### src/rtl/rfetch_hazard_ctrl.sv
// rfetch_hazard_ctrl: per-register in-flight write scoreboard that stalls rfetch on RAW or saturation hazards.
// Optional RVGA_HAZARD_PERF_EN adds stall_cnt_o, a free-running count of stall cycles.
module rfetch_hazard_ctrl #(
  parameter int els_p      = 32,
  parameter int inflight_p = 3
) (
  input  logic                      clk_i,
  input  logic                      rst_i,
  input  logic                      issue_v_i,
  input  logic                      issue_rd_w_v_i,
  input  logic [$clog2(els_p)-1:0]  issue_rd_i,
  input  logic                      rs1_v_i,
  input  logic [$clog2(els_p)-1:0]  rs1_i,
  input  logic                      rs2_v_i,
  input  logic [$clog2(els_p)-1:0]  rs2_i,
  input  logic                      flush_i,
  input  logic                      wb_v_i,
  input  logic [$clog2(els_p)-1:0]  wb_rd_i,
  input  logic                      kill_v_i,
  input  logic [$clog2(els_p)-1:0]  kill_rd_i,
  output logic                      stall_v_o,
  output logic [els_p-1:0]          busy_o,
  output logic                      error_o
`ifdef RVGA_HAZARD_PERF_EN
  ,
  output logic [31:0]               stall_cnt_o
`endif
);
  localparam int aw  = $clog2(els_p);
  localparam int cw  = $clog2(inflight_p + 1);
  localparam int cw1 = cw + 1;

  logic [cw-1:0]    r_cnt   [els_p];
  logic [cw-1:0]    w_cnt_n [els_p];
  logic [els_p-1:0] w_busy_n;
  logic [cw:0]      w_up;
  logic [cw:0]      w_dn;
  logic w_raw1, w_raw2, w_sat, w_haz, w_inc, w_dec_wb, w_dec_kill, w_under;

  assign w_raw1     = rs1_v_i && rs1_i != '0 && r_cnt[rs1_i] != '0;
  assign w_raw2     = rs2_v_i && rs2_i != '0 && r_cnt[rs2_i] != '0;
  assign w_sat      = issue_rd_w_v_i && issue_rd_i != '0 && r_cnt[issue_rd_i] == cw'(inflight_p);
  assign w_haz      = issue_v_i && !flush_i && (w_raw1 || w_raw2 || w_sat);
  assign stall_v_o  = rst_i || w_haz;
  assign w_inc      = issue_v_i && !flush_i && !w_haz && issue_rd_w_v_i && issue_rd_i != '0;
  assign w_dec_wb   = wb_v_i && wb_rd_i != '0;
  assign w_dec_kill = kill_v_i && kill_rd_i != '0;

  // Increment and both decrements fold into one update; over-decrement clamps to zero and flags error.
  always_comb begin
    w_cnt_n  = r_cnt;
    w_busy_n = '0;
    w_under  = 1'b0;
    w_up     = '0;
    w_dn     = '0;
    for (int i = 1; i < els_p; i++) begin
      w_up        = {1'b0, r_cnt[i]} + cw1'(w_inc && issue_rd_i == aw'(i));
      w_dn        = cw1'(w_dec_wb && wb_rd_i == aw'(i)) + cw1'(w_dec_kill && kill_rd_i == aw'(i));
      w_under     = w_under || (w_dn > w_up);
      w_cnt_n[i]  = (w_dn > w_up) ? '0 : cw'(w_up - w_dn);
      w_busy_n[i] = w_cnt_n[i] != '0;
    end
  end

  always_ff @(posedge clk_i) begin
    if (rst_i) begin
      for (int i = 0; i < els_p; i++) r_cnt[i] <= '0;
      busy_o  <= '0;
      error_o <= 1'b0;
    end else begin
      r_cnt   <= w_cnt_n;
      busy_o  <= w_busy_n;
      error_o <= error_o || w_under;
    end
  end

`ifdef RVGA_HAZARD_PERF_EN
  logic [31:0] r_stall_cnt;
  always_ff @(posedge clk_i) begin
    if (rst_i) r_stall_cnt <= '0;
    else if (w_haz) r_stall_cnt <= r_stall_cnt + 32'd1;
  end
  assign stall_cnt_o = r_stall_cnt;
`endif
endmodule

### config.mk
export PLATFORM = sky130hd
export DESIGN_NAME = rfetch_hazard_ctrl
export DESIGN_NICKNAME = d
export VERILOG_FILES = /design/src/rtl/rfetch_hazard_ctrl.sv
export SDC_FILE = /design/constraint.sdc
export NUM_CORES = 1
export LEC_CHECK = 0
export CORE_UTILIZATION = 50
export DETAILED_ROUTE_END_ITERATION = 12
export PLACE_DENSITY = 0.7
export SETUP_SLACK_MARGIN = 0.1
export SLEW_MARGIN = 10
export SYNTH_ARGS = -nofsm -noshare
export SYNTH_HDL_FRONTEND = slang
export SYNTH_SLANG_ARGS = --single-unit
### constraint.sdc
create_clock -name clk_i -period 9.7 [get_ports clk_i]
set_input_delay 1.94 -clock clk_i [delete_from_list [all_inputs] [get_ports clk_i]]
set_output_delay 1.94 -clock clk_i [all_outputs]
set_load 0.05 [all_outputs]
After elaboration in Yosys (flattened, before gate mapping)
Index checks and enable logic that the tools add are counted.
{"block": "word_totals", "elab_cells": 478, "out_inout_bits": 34, "ff_bits": 95, "inputBits": 34}
{"block": "op_classes", "n_bitwise": 3, "n_reduce_logical": 180, "magnitude_cmp": 34, "eq_ne": 94, "addsub": 93, "mux": 40}
{"op": "5-bit == test (second input constant)", "count": 48}
{"op": "5-bit by 4-bit == test with 1-bit output (second input constant)", "count": 24}
{"op": "1-bit logical AND", "count": 106}
{"op": "2-bit by 1-bit adder with 3-bit output", "count": 31}
{"op": "2-bit by 3-bit greater-than comparator with 1-bit output", "count": 31}
{"op": "2-bit 2-to-1 mux", "count": 37}
{"op": "2-bit nonzero test", "count": 33}
{"op": "1-bit by 1-bit adder with 2-bit output", "count": 31}
{"op": "2-bit subtractor", "count": 31}
{"op": "5-bit by 3-bit == test with 1-bit output (second input constant)", "count": 12}
{"op": "1-bit logical OR", "count": 34}
{"op": "2-bit binary-select mux with 5-bit select", "count": 3}
{"op": "5-bit by 2-bit == test with 1-bit output (second input constant)", "count": 6}
{"op": "5-bit nonzero test", "count": 5}
{"op": "6-bit >= comparator (second input constant)", "count": 3}
{"op": "5-bit inverter with 6-bit output", "count": 3}
{"op": "5-bit by 1-bit == test with 1-bit output (second input constant)", "count": 3}
{"op": "2-bit == test (second input constant)", "count": 1}
{"op": "1-bit zero test", "count": 2}

Longest topological paths before layout
Gate-level depths: netlist of run 1.
{"block": "depth", "ltp_word": 47, "depth_mapped": 19, "depth_no_buf": 16}

Least setup slack after synthesis of run 1
No wires, ideal clock.
{"block": "synth_timing", "path_kind": "input to output", "startpoint": "input port issue_rd_i[1]", "endpoint": "output port stall_v_o", "required_ns": 7.760, "path_buffers": 2, "path_slack_ns": 4.169, "t_arrival_ns": 3.591, "stages": 8, "cell_sequence": "buf_2 > and2_1 > clkbuf_2 > a31o_1 > o311a_1 > a22oi_1 > nand4_1 > o31a_1"}
{"block": "synth_via", "elab_chain_cells": 9, "elab_cells_between_ends": 11, "classes_between": "eq/ne (1); mux (3); bitwise (1); reduce/logical (6)"}
{"element": "from (decl)", "line_no": "11", "source": "input logic [$clog2(els_p)-1:0] issue_rd_i,"}
{"element": "5-bit inverter with 6-bit output (implied by the code)", "line_no": "42", "source": "assign w_sat = issue_rd_w_v_i && issue_rd_i != '0 && r_cnt[issue_rd_i] == cw'(inflight_p);"}
{"element": "2-bit binary-select mux with 5-bit select", "line_no": "42"}
{"element": "2-bit 2-to-1 mux (implied by the code) (2 in a row)", "line_no": "42"}
{"element": "2-bit == test", "line_no": "42"}
{"element": "1-bit logical AND *", "line_no": "42"}
{"element": "1-bit logical OR *", "line_no": "43", "source": "assign w_haz = issue_v_i && !flush_i && (w_raw1 || w_raw2 || w_sat);"}
{"element": "1-bit logical AND *", "line_no": "43"}
{"element": "1-bit logical OR *", "line_no": "44", "source": "assign stall_v_o = rst_i || w_haz;"}
{"element": "to (decl)", "line_no": "21", "source": "output logic stall_v_o,"}
Every way passes the cells marked *; elsewhere a longest branch is shown, timed or not. The select of a mux whose other input is x is not followed.

Worst setup path in the final report of run 1
{"block": "layout_timing", "startpoint": "input port issue_rd_i[0]", "endpoint": "output port stall_v_o"}
The elaborated chain is that of the path after synthesis.

==> results of run 1 <==
-- critical path: stages --
cell,delay [ns]
clkdlybuf4s50_1,0.90
nor2b_1,0.51
and3_1,0.31
o311a_1,0.35
a22oi_1,0.21
nand4_1,0.49
o31a_1,0.45
clkdlybuf4s50_1,0.70
-- through the flow --
step                      util [%]  worst slack (ns)  hold slack [ns]  total power (uW)
after CTS                     57.4              1.94            0.759               902
after floorplan                  -              4.17            0.690               516
after global placement        55.8              1.99            0.745               568
after detailed placement      55.8              1.96            0.746               569
after global routing          57.4              1.71            0.790               933
final                         57.4              1.88            0.764               898
-- kinds of logic after synthesis --
group                      Yosys count  share of synthesized area [%]
AOI/OAI and AO/OA                  110                           8.77
xor gates and xnor gates            31                           3.20
adders and majority gates          186                           27.4
buffers and inverters              170                           8.00
DFF                                 94                           22.2
muxes                               29                           5.98
other                                1                         0.0442
and+or+nand+nor                    399                           24.4
-- per-layer routing --
layer,routed length [um],vias to the layer above
met1,10300,3325
met2,10800,240
li1,-,3610
met4,993,0
met5,0,-
met3,1280,61
-- synthesized netlist by cell type (5+ instances only) --
library cell	instances	share of area, %
a211oi_1	31	2.7
a21oi_1	39	2.3
buf_1	5	0.22
buf_2	10	0.59
clkbuf_1	18	0.80
dfxtp_1	94	22
ha_1	186	27
inv_1	130	5.8
mux2i_1	9	1.1
mux4_2	17	4.5
nand2_1	77	3.4
nand2b_1	26	1.9
nand3_1	11	0.65
nand3b_1	5	0.44
nand4_1	12	0.89
nor2_1	99	4.4
nor2b_1	11	0.81
nor3_1	73	4.3
nor3b_1	8	0.71
nor4_1	13	0.96
nor4_2	7	1.0
o21ai_0	6	0.35
or2_2	33	2.4
xor2_1	31	3.2
-- power by group --
group	leakage (uW)	internal (uW)	switching, uW
sequential	0.000759	393	6.18
clock	0.000128	173	162
combinational	0.00331	60.2	104
total	0.00420	626	272
-- path summary, 6_finish.rpt --
path	start	to	slack [ns]	depth (start not counted)
max	issue_rd_i[0]	stall_v_o	1.88	8
min	r_cnt[49]$_SDFF_PP0_	r_cnt[48]$_SDFF_PP0_	0.76	3
max reg2reg	r_cnt[22]$_SDFF_PP0_	error_o$_SDFF_PP0_	4.67	16
min reg2reg	r_cnt[49]$_SDFF_PP0_	r_cnt[48]$_SDFF_PP0_	0.76	3
-- registers in the layout, indices dropped and copies added (netlist names) --
register  count
r_cnt        62
busy_o       31
error_o       1
-- layout make-up --
type / instances / area, um2 / area share [%]
flip-flops and latches: 94 / 1880 / 19.8
well taps: 220 / 275 / 2.89
clock inverters: 6 / 38.8 / 0.407
repair buffers: 69 / 678 / 7.12
multi-input cells: 756 / 5930 / 62.2
inverters: 131 / 492 / 5.16
clock buffers: 10 / 229 / 2.41
-- cells in the final DEF (no fill, tap or decap), drive strengths merged, types with 5 or more instances in the layout --
master	instances
a211oi	32
a21oi	39
clkbuf	10
clkdlybuf4s50	65
dfxtp	94
ha	186
inv	131
mux2i	9
mux4	17
nand2	77
nand2b	26
nand3	11
nand3b	5
nand4	12
nor2	99
nor2b	11
nor3	74
nor3b	8
nor4	20
nor4b	7
o21ai	8
or2	34
xor2	31
==> impl_metrics.env, run 1 <==
export IMPL_synth_fp_nets=1240
export IMPL_vdd_ir_drop_worst_v=0.000106
export IMPL_globalRouteMet2Util_pct=46.4
export IMPL_numClockSinks=94
export IMPL_die_w_um=132
export IMPL_synth_cell_area_mm2=0.00848
export IMPL_routabilityCongestion=0.939
export IMPL_timing_max_transition_violations_final=0
export IMPL_detail_route_antenna_nets=0
export IMPL_period_needed_ns=7.82
export IMPL_power_density_mw_per_mm2=94.3
export IMPL_number_of_gates_given_a_new_drive_strength_after_cts=0
export IMPL_fmax_mhz=128
export IMPL_number_of_enable_flip_flop_cells_after_synthesis=0
export IMPL_postSynth_asyncResetShare_pct=0
export IMPL_maxSlewHeadroom_pct=29.8
export IMPL_final_design_area_no_fill_mm2=0.00952
export IMPL_cts_htree_levels=3
export IMPL_critical_path_required_ns=7.76
export IMPL_finish_cell_count_without_fillers=1286
export IMPL_synth_warning_count=0
export IMPL_syn_instance_count=1020
export IMPL_synthToLayoutAreaGrowth_pct=12.3
export IMPL_timing_final_hold_violations=0
export IMPL_holdCritPathClass="reg2reg"
export IMPL_met1_usage_pct=34.6
export IMPL_critical_path_max_fanout=20
export IMPL_setup_worst_path_class="in2out"
export IMPL_antenna_found_initial=0
export IMPL_num_antenna_cells=0
export IMPL_grtUsageTotal_pct=27.6
export IMPL_synth_seq_cells=94
export IMPL_sequential_area_share_after_synthesis_pct=22.2
export IMPL_avgRoutedWirePerCell_um=18.2
export IMPL_wire_length_of_the_first_global_routing_pass_mm=37.1
export IMPL_fraction_of_layout_cells_with_a_size_suffix_above_1_pct=8.07
export IMPL_clkSlewWorstSetupHoldPaths_ns=0.07
export IMPL_io_pins=68
export IMPL_drt_pre_antenna_iters=5
export IMPL_syn_mean_instance_area_um2=8.31
export IMPL_power_leakage_uw=0.00420
export IMPL_nets=1281
export IMPL_top_usage_layer="met2"
export IMPL_port_buffers=66
export IMPL_placementRows=47
export IMPL_die_h_um=132
export IMPL_setup_repair_after_global_routing_missed_its_margin="no"
export IMPL_cts_max_path_buffers=2
export IMPL_dpl_cell_area_mm2=0.00925
export IMPL_clock_skew_ns=0.00759
export IMPL_grt_overflow_total=0
export IMPL_cts_buffers=9
export IMPL_post_cts_repair_setup_buffers=0
export IMPL_cts_hold_buffers=0
export IMPL_first_global_vias=7009
export IMPL_drt_drc_violations_left=0
export IMPL_drt_iter0_drc=646
export IMPL_finalCritPeriodShare_pct=80.6
export IMPL_max_slew_worst_pin_slew_ns=1.05
export IMPL_result_of_the_run="finished clean"
export IMPL_tritoncts_clock_tree="yes"
export IMPL_route_vias_total=7236
export IMPL_vias_per_cell=5.63
export IMPL_ys_dominant_reg_cell="dfxtp_1"
export IMPL_fp_dieArea_mm2=0.0175
export IMPL_finalWirelength_mm=23.4
export IMPL_ctsRootBufferMaster="clkbuf_16"
export IMPL_grt_util_met3_pct=4.46
export IMPL_totalNegativeSetupSlack_ns=0
export IMPL_fill_cells=1540
export IMPL_initial_core_util_pct=51.1
export IMPL_setup_worst_path_end_class="output pin"
export IMPL_floorplan_core_area_mm2=0.0166
export IMPL_setup_viol_count_final=0
export IMPL_grt_max_degree=66
export IMPL_drv_max_cap_violation_count=0
export IMPL_synth_cell_types=61
export IMPL_worstSkewPairLatency_ns=0.36
export IMPL_place_detailed_instances=1270
export IMPL_crit_path_start_kind="primary input"
export IMPL_critical_path_arrival_ns=5.88
export IMPL_dp_final_hpwl_mm=18.8
Power figures use the tool's default switching activity.
==> run 2: changes to the inputs <==
Settings changed: PLACE_DENSITY 0.7 to 0.73.
Clock period 9.7 ns to 7.1 ns, I/O delays scaled along.
==> impl_metrics.env, run 2 (synthesis gave the netlist of run 1 again) <==
export IMPL_clkSlewWorstSetupHoldPaths_ns=0.07
export IMPL_timing_critical_path_buf_inv=2
export IMPL_timing_final_hold_violations=0
export IMPL_totalNegativeSetupSlack_ns=0
export IMPL_drt_pre_antenna_iters=6
export IMPL_setup_worst_path_end_class="flip-flop"
export IMPL_power_report_internal_total_uw=895
export IMPL_cpLargestDelayFamily="compound AO/OA/AOI/OAI gates"
export IMPL_initial_core_util_pct=51.1
export IMPL_finalWirelength_mm=23.2
export IMPL_critical_path_required_ns=7.31
export IMPL_route_vias_total=7487
export IMPL_grt_max_degree=43
export IMPL_drv_max_cap_violation_count=0
export IMPL_critical_path_cell_chain="clkdlybuf4s50_1, nor2b_1, a22oi_1, o21ai_0, a21oi_1, o22ai_2, nor3_1, ha_1, ha_1, inv_1, ha_1, nand2b_1, a21oi_1, a22o_1, a211o_1, nor4_1, a41oi_1"
export IMPL_number_of_gates_given_a_new_drive_strength_after_cts=0
export IMPL_grt_overflow_total=0
export IMPL_vdd_ir_drop_worst_v=0.000113
export IMPL_power_leakage_uw=0.00426
export IMPL_finalCritPeriodShare_pct=90.7
export IMPL_cp_most_frequent_cell="ha_1"
export IMPL_num_antenna_cells=0
export IMPL_wire_length_of_the_first_global_routing_pass_mm=36.9
export IMPL_fmax_mhz=155
export IMPL_critical_path_max_fanout=20
export IMPL_cts_buffers=9
export IMPL_seqPwrFrac_pct=42.7
export IMPL_clock_power_share_pct=39.3
export IMPL_io_pins=68
export IMPL_post_cts_repair_setup_buffers=0
export IMPL_port_buffers=66
export IMPL_routabilityCongestion=0.954
export IMPL_setup_worst_path_class="in2reg"
export IMPL_maxSlewHeadroom_pct=36.8
export IMPL_fraction_of_layout_cells_with_a_size_suffix_above_1_pct=8.85
export IMPL_antenna_found_initial=0
export IMPL_crit_path_start_kind="primary input"
export IMPL_setup_repair_after_global_routing_missed_its_margin="no"
export IMPL_drt_iter0_drc=659
export IMPL_detail_route_antenna_nets=0
export IMPL_switching_power_summed_over_all_nets_uw=382
export IMPL_critical_path_arrival_ns=6.65
export IMPL_vias_per_cell=5.79
export IMPL_worst_path_largest_cell_delay_ns=0.90
export IMPL_holdCritPathClass="reg2reg"
export IMPL_floorplan_core_area_mm2=0.0166
export IMPL_largest_register="r_cnt"
export IMPL_switching_share_of_power_pct=29.9
export IMPL_timing_max_transition_violations_final=0
export IMPL_fp_dieArea_mm2=0.0175
export IMPL_clock_skew_ns=0.00690
export IMPL_tritoncts_clock_tree="yes"
export IMPL_avgRoutedWirePerCell_um=17.9
export IMPL_largest_reg_flops=62
export IMPL_dp_final_hpwl_mm=18.6
export IMPL_nets=1289
export IMPL_grtUsageTotal_pct=27.3
export IMPL_power_density_mw_per_mm2=133
export IMPL_first_global_vias=7130
export IMPL_die_h_um=132
export IMPL_layout_common_cells="ha_1 (186), inv_1 (130), nor2_1 (99), dfxtp_1 (94), nand2_1 (77)"
export IMPL_largestRegisters="r_cnt (62), busy_o (31), error_o (1)"
export IMPL_die_w_um=132
export IMPL_max_slew_worst_pin_slew_ns=0.945
export IMPL_cts_hold_buffers=0
export IMPL_placementRows=47
export IMPL_cts_max_path_buffers=2
export IMPL_final_power_uw=1280
export IMPL_drt_drc_violations_left=0
export IMPL_ctsRootBufferMaster="clkbuf_16"
export IMPL_setup_viol_count_final=0
export IMPL_critical_path_slowest_cell="clkdlybuf4s50_1"
export IMPL_result_of_the_run="finished clean"
export IMPL_cts_htree_levels=3
export IMPL_numClockSinks=94
export IMPL_worstSkewPairLatency_ns=0.36
export IMPL_mostFrequentLayoutCell="ha_1"
export IMPL_synthToLayoutAreaGrowth_pct=13.4
export IMPL_power_share_combinational_pct=18.0
export IMPL_period_needed_ns=6.44
## run 2: cell count changes in the layout (fill, tap and decap cells not counted)
cell        before  now
inv_6            0    1
clkinv_2         3    0
buf_4            3   11
clkinv_4         1    2
clkbuf_8         0    3
clkinvlp_4       2    0
inv_8            0    1
clkbuf_1         1    0
## run 2: area by class of cell
type	instances	area, um2
fill	1507	6970
clock inverter	4	37.5
sequential	94	1880
clock buffer	12	267
timing repair buffer	77	738
multi-input combinational	756	5930
inverter	131	492
tap	220	275
## run 2: worst min-delay path: cells and delay by family, from the launching register on
family                   cells  cell delay (ns)
adder cells (fa/ha/maj)      1             0.23
flip-flops                   1             0.33
AND/OR/NAND/NOR              2             0.16
## run 2: metal layers
metal / vias up / part of all wire (%) / GRT usage (%)
met5: - / 0 / 0
met4: 0 / 5.2 / 14.1
li1: 3616 / - / -
met2: 316 / 47 / 45.6
met1: 3469 / 41 / 32.9
met3: 86 / 7.8 / 6.07
## run 2: power groups by stage
stage / registers (uW) / logic [uW] / clock network [uW]
after floorplan: 573 / 132 / 0
after global placement: 557 / 223 / 0
after detailed placement: 557 / 225 / 0
after CTS: 545 / 227 / 508
after global routing: 546 / 248 / 528
final: 545 / 230 / 502
## run 2: worst paths after layout
kind | cells past startpoint | slack (ns) | start | end
min | 3 | 0.76 | r_cnt[1]$_SDFF_PP0_ | r_cnt[0]$_SDFF_PP0_
min reg2reg | 3 | 0.76 | r_cnt[1]$_SDFF_PP0_ | r_cnt[0]$_SDFF_PP0_
max reg2reg | 16 | 2.27 | r_cnt[30]$_SDFF_PP0_ | error_o$_SDFF_PP0_
max | 17 | 0.66 | issue_rd_i[0] | error_o$_SDFF_PP0_
## run 2: through the flow
stage | std cells | setup slack (ns) | cell area, um2 | utilization (%) | hold WS (ns)
6_report | 1294 | 0.663 | 9620 | 58.0 | 0.764
5_1_grt | 1294 | 0.216 | 9620 | 58.0 | 0.805
4_1_cts | 1294 | 0.827 | 9620 | 58.0 | 0.760
3_5_place_dp | 1278 | 0.435 | 9310 | 56.2 | 0.746
3_3_place_gp | 1278 | 0.709 | 9310 | 56.2 | 0.743
2_1_floorplan | 1020 | 2.20 | 8480 | - | 0.690
==> run 3: changes to the inputs <==
Settings changed: CORE_ASPECT_RATIO from default to 1.1.
==> impl_metrics.env, run 3 (synthesis gave the netlist of run 1 again) <==
export IMPL_route_vias_total=7418
export IMPL_dpl_worst_slack_ns=0.556
export IMPL_cts_max_path_buffers=2
export IMPL_fill_cells=1504
export IMPL_cts_buffers=9
export IMPL_dp_final_hpwl_mm=18.5
export IMPL_layout_common_cells="ha_1 (186), inv_1 (130), nor2_1 (99), dfxtp_1 (94), nand2_1 (77)"
export IMPL_antenna_found_initial=0
export IMPL_power_density_mw_per_mm2=137
export IMPL_tritoncts_clock_tree="yes"
export IMPL_nets=1291
export IMPL_critical_path_required_ns=7.30
export IMPL_finalWirelength_mm=23.1
export IMPL_grt_max_degree=66
export IMPL_period_needed_ns=6.31
export IMPL_place_detailed_instances=1264
export IMPL_die_h_um=139
export IMPL_holdCritPathClass="reg2reg"
export IMPL_largest_reg_flops=62
export IMPL_critical_path_max_fanout=20
export IMPL_final_setup_worst_slack_ns=0.791
export IMPL_num_antenna_cells=0
export IMPL_floorplan_core_area_mm2=0.0165
export IMPL_placementRows=49
export IMPL_detail_route_antenna_nets=0
export IMPL_multi_input_area_mm2=0.00593
export IMPL_worstSkewPairLatency_ns=0.36
export IMPL_cts_htree_levels=3
export IMPL_drt_iter0_drc=535
export IMPL_totalNegativeSetupSlack_ns=0
export IMPL_cts_hold_buffers=0
export IMPL_maxSlewHeadroom_pct=35.6
export IMPL_fmax_mhz=159
export IMPL_io_pins=68
export IMPL_drt_drc_violations_left=0
export IMPL_finalCritPeriodShare_pct=88.9
export IMPL_setup_viol_count_final=0
export IMPL_final_design_area_no_fill_mm2=0.00963
export IMPL_numClockSinks=94
export IMPL_first_global_vias=7284
export IMPL_avgRoutedWirePerCell_um=18.0
export IMPL_clock_skew_ns=0.00695
export IMPL_drt_pre_antenna_iters=6
export IMPL_wire_length_of_the_first_global_routing_pass_mm=36.8
export IMPL_power_leakage_uw=0.00428
export IMPL_setup_repair_after_global_routing_missed_its_margin="no"
export IMPL_result_of_the_run="finished clean"
export IMPL_largestRegisters="r_cnt (62), busy_o (31), error_o (1)"
export IMPL_critical_path_arrival_ns=6.51
export IMPL_number_of_gates_given_a_new_drive_strength_after_cts=0
export IMPL_vias_per_cell=5.80
export IMPL_seqCellArea_mm2=0.00188
export IMPL_finish_cell_count_without_fillers=1280
export IMPL_dpl_cell_area_mm2=0.00931
export IMPL_fraction_of_layout_cells_with_a_size_suffix_above_1_pct=8.83
export IMPL_post_cts_repair_setup_buffers=0
export IMPL_fin_hold_ws_ns=0.762
export IMPL_timing_max_transition_violations_final=0
export IMPL_setup_worst_path_class="in2reg"
export IMPL_mostFrequentLayoutCell="ha_1"
export IMPL_port_buffers=66
export IMPL_synthToLayoutAreaGrowth_pct=13.6
export IMPL_grt_overflow_total=0
export IMPL_clkSlewWorstSetupHoldPaths_ns=0.07
export IMPL_max_slew_worst_pin_slew_ns=0.963
export IMPL_vdd_ir_drop_worst_v=0.000107
export IMPL_initial_core_util_pct=51.4
export IMPL_die_w_um=126
export IMPL_setup_worst_path_end_class="flip-flop"
export IMPL_crit_path_start_kind="primary input"
export IMPL_ctsRootBufferMaster="clkbuf_16"
export IMPL_fp_dieArea_mm2=0.0175
export IMPL_grtUsageTotal_pct=27.3
export IMPL_routabilityCongestion=0.977
export IMPL_timing_final_hold_violations=0
export IMPL_largest_register="r_cnt"
export IMPL_drv_max_cap_violation_count=0
## run 3: cell types whose count changed in the layout (fill, tap and decap cells not counted)
cell	delta
clkbuf_8	-2
clkbuf_1	+2
bufinv_16	+2
buf_4	+2
inv_8	-1
inv_6	+1
clkinv_4	-2
## run 3: final cells by class
class,instances,share of cell area (%)
inverters,131,5.11
well taps,204,2.65
repair buffers,79,7.82
clock buffers,12,2.56
clock inverters,4,0.805
flip-flops and latches,94,19.5
multi-input cells,756,61.5
## run 3: where the power goes
part / switching, uW / leakage (uW) / internal, uW
registers: 8.47 / 0.000759 / 537
logic: 144 / 0.00336 / 86.9
clock network: 217 / 0.000158 / 321
total: 370 / 0.00428 / 945
## run 3: final timing paths
check	from	end	slack [ns]	cells after the start
max	issue_rd_i[0]	error_o$_SDFF_PP0_	0.79	17
min	r_cnt[1]$_SDFF_PP0_	r_cnt[0]$_SDFF_PP0_	0.76	3
max reg2reg	r_cnt[30]$_SDFF_PP0_	error_o$_SDFF_PP0_	2.35	16
min reg2reg	r_cnt[1]$_SDFF_PP0_	r_cnt[0]$_SDFF_PP0_	0.76	3
## run 3: critical path, cell delays in order
cell and delay (ns):
clkdlybuf4s50_1 0.87, nor2b_1 0.53, a22oi_1 0.15, o21ai_0 0.26, a21oi_1 0.12, o22ai_2 0.74, nor4_2 0.14, ha_1 0.23
ha_1 0.27, inv_1 0.04, ha_1 0.31, nand2b_1 0.09, a21oi_1 0.11, a22o_1 0.21, a211o_1 0.26, nor4_1 0.57
a41oi_1 0.20
## run 3: metrics by stage
step,utilization (%),power [uW]
floorplan,-,705
global placement,56.4,781
detailed placement,56.4,783
CTS,58.4,1320
global route,58.4,1370
finish,58.4,1310
## run 3: routing by layer
metal,track usage (%),vias up,part of all wire (%)
li1,-,3619,-
met1,32.8,3445,40
met2,46.1,275,48
met3,4.44,79,6.6
met4,15.7,0,5.3
met5,0,-,0
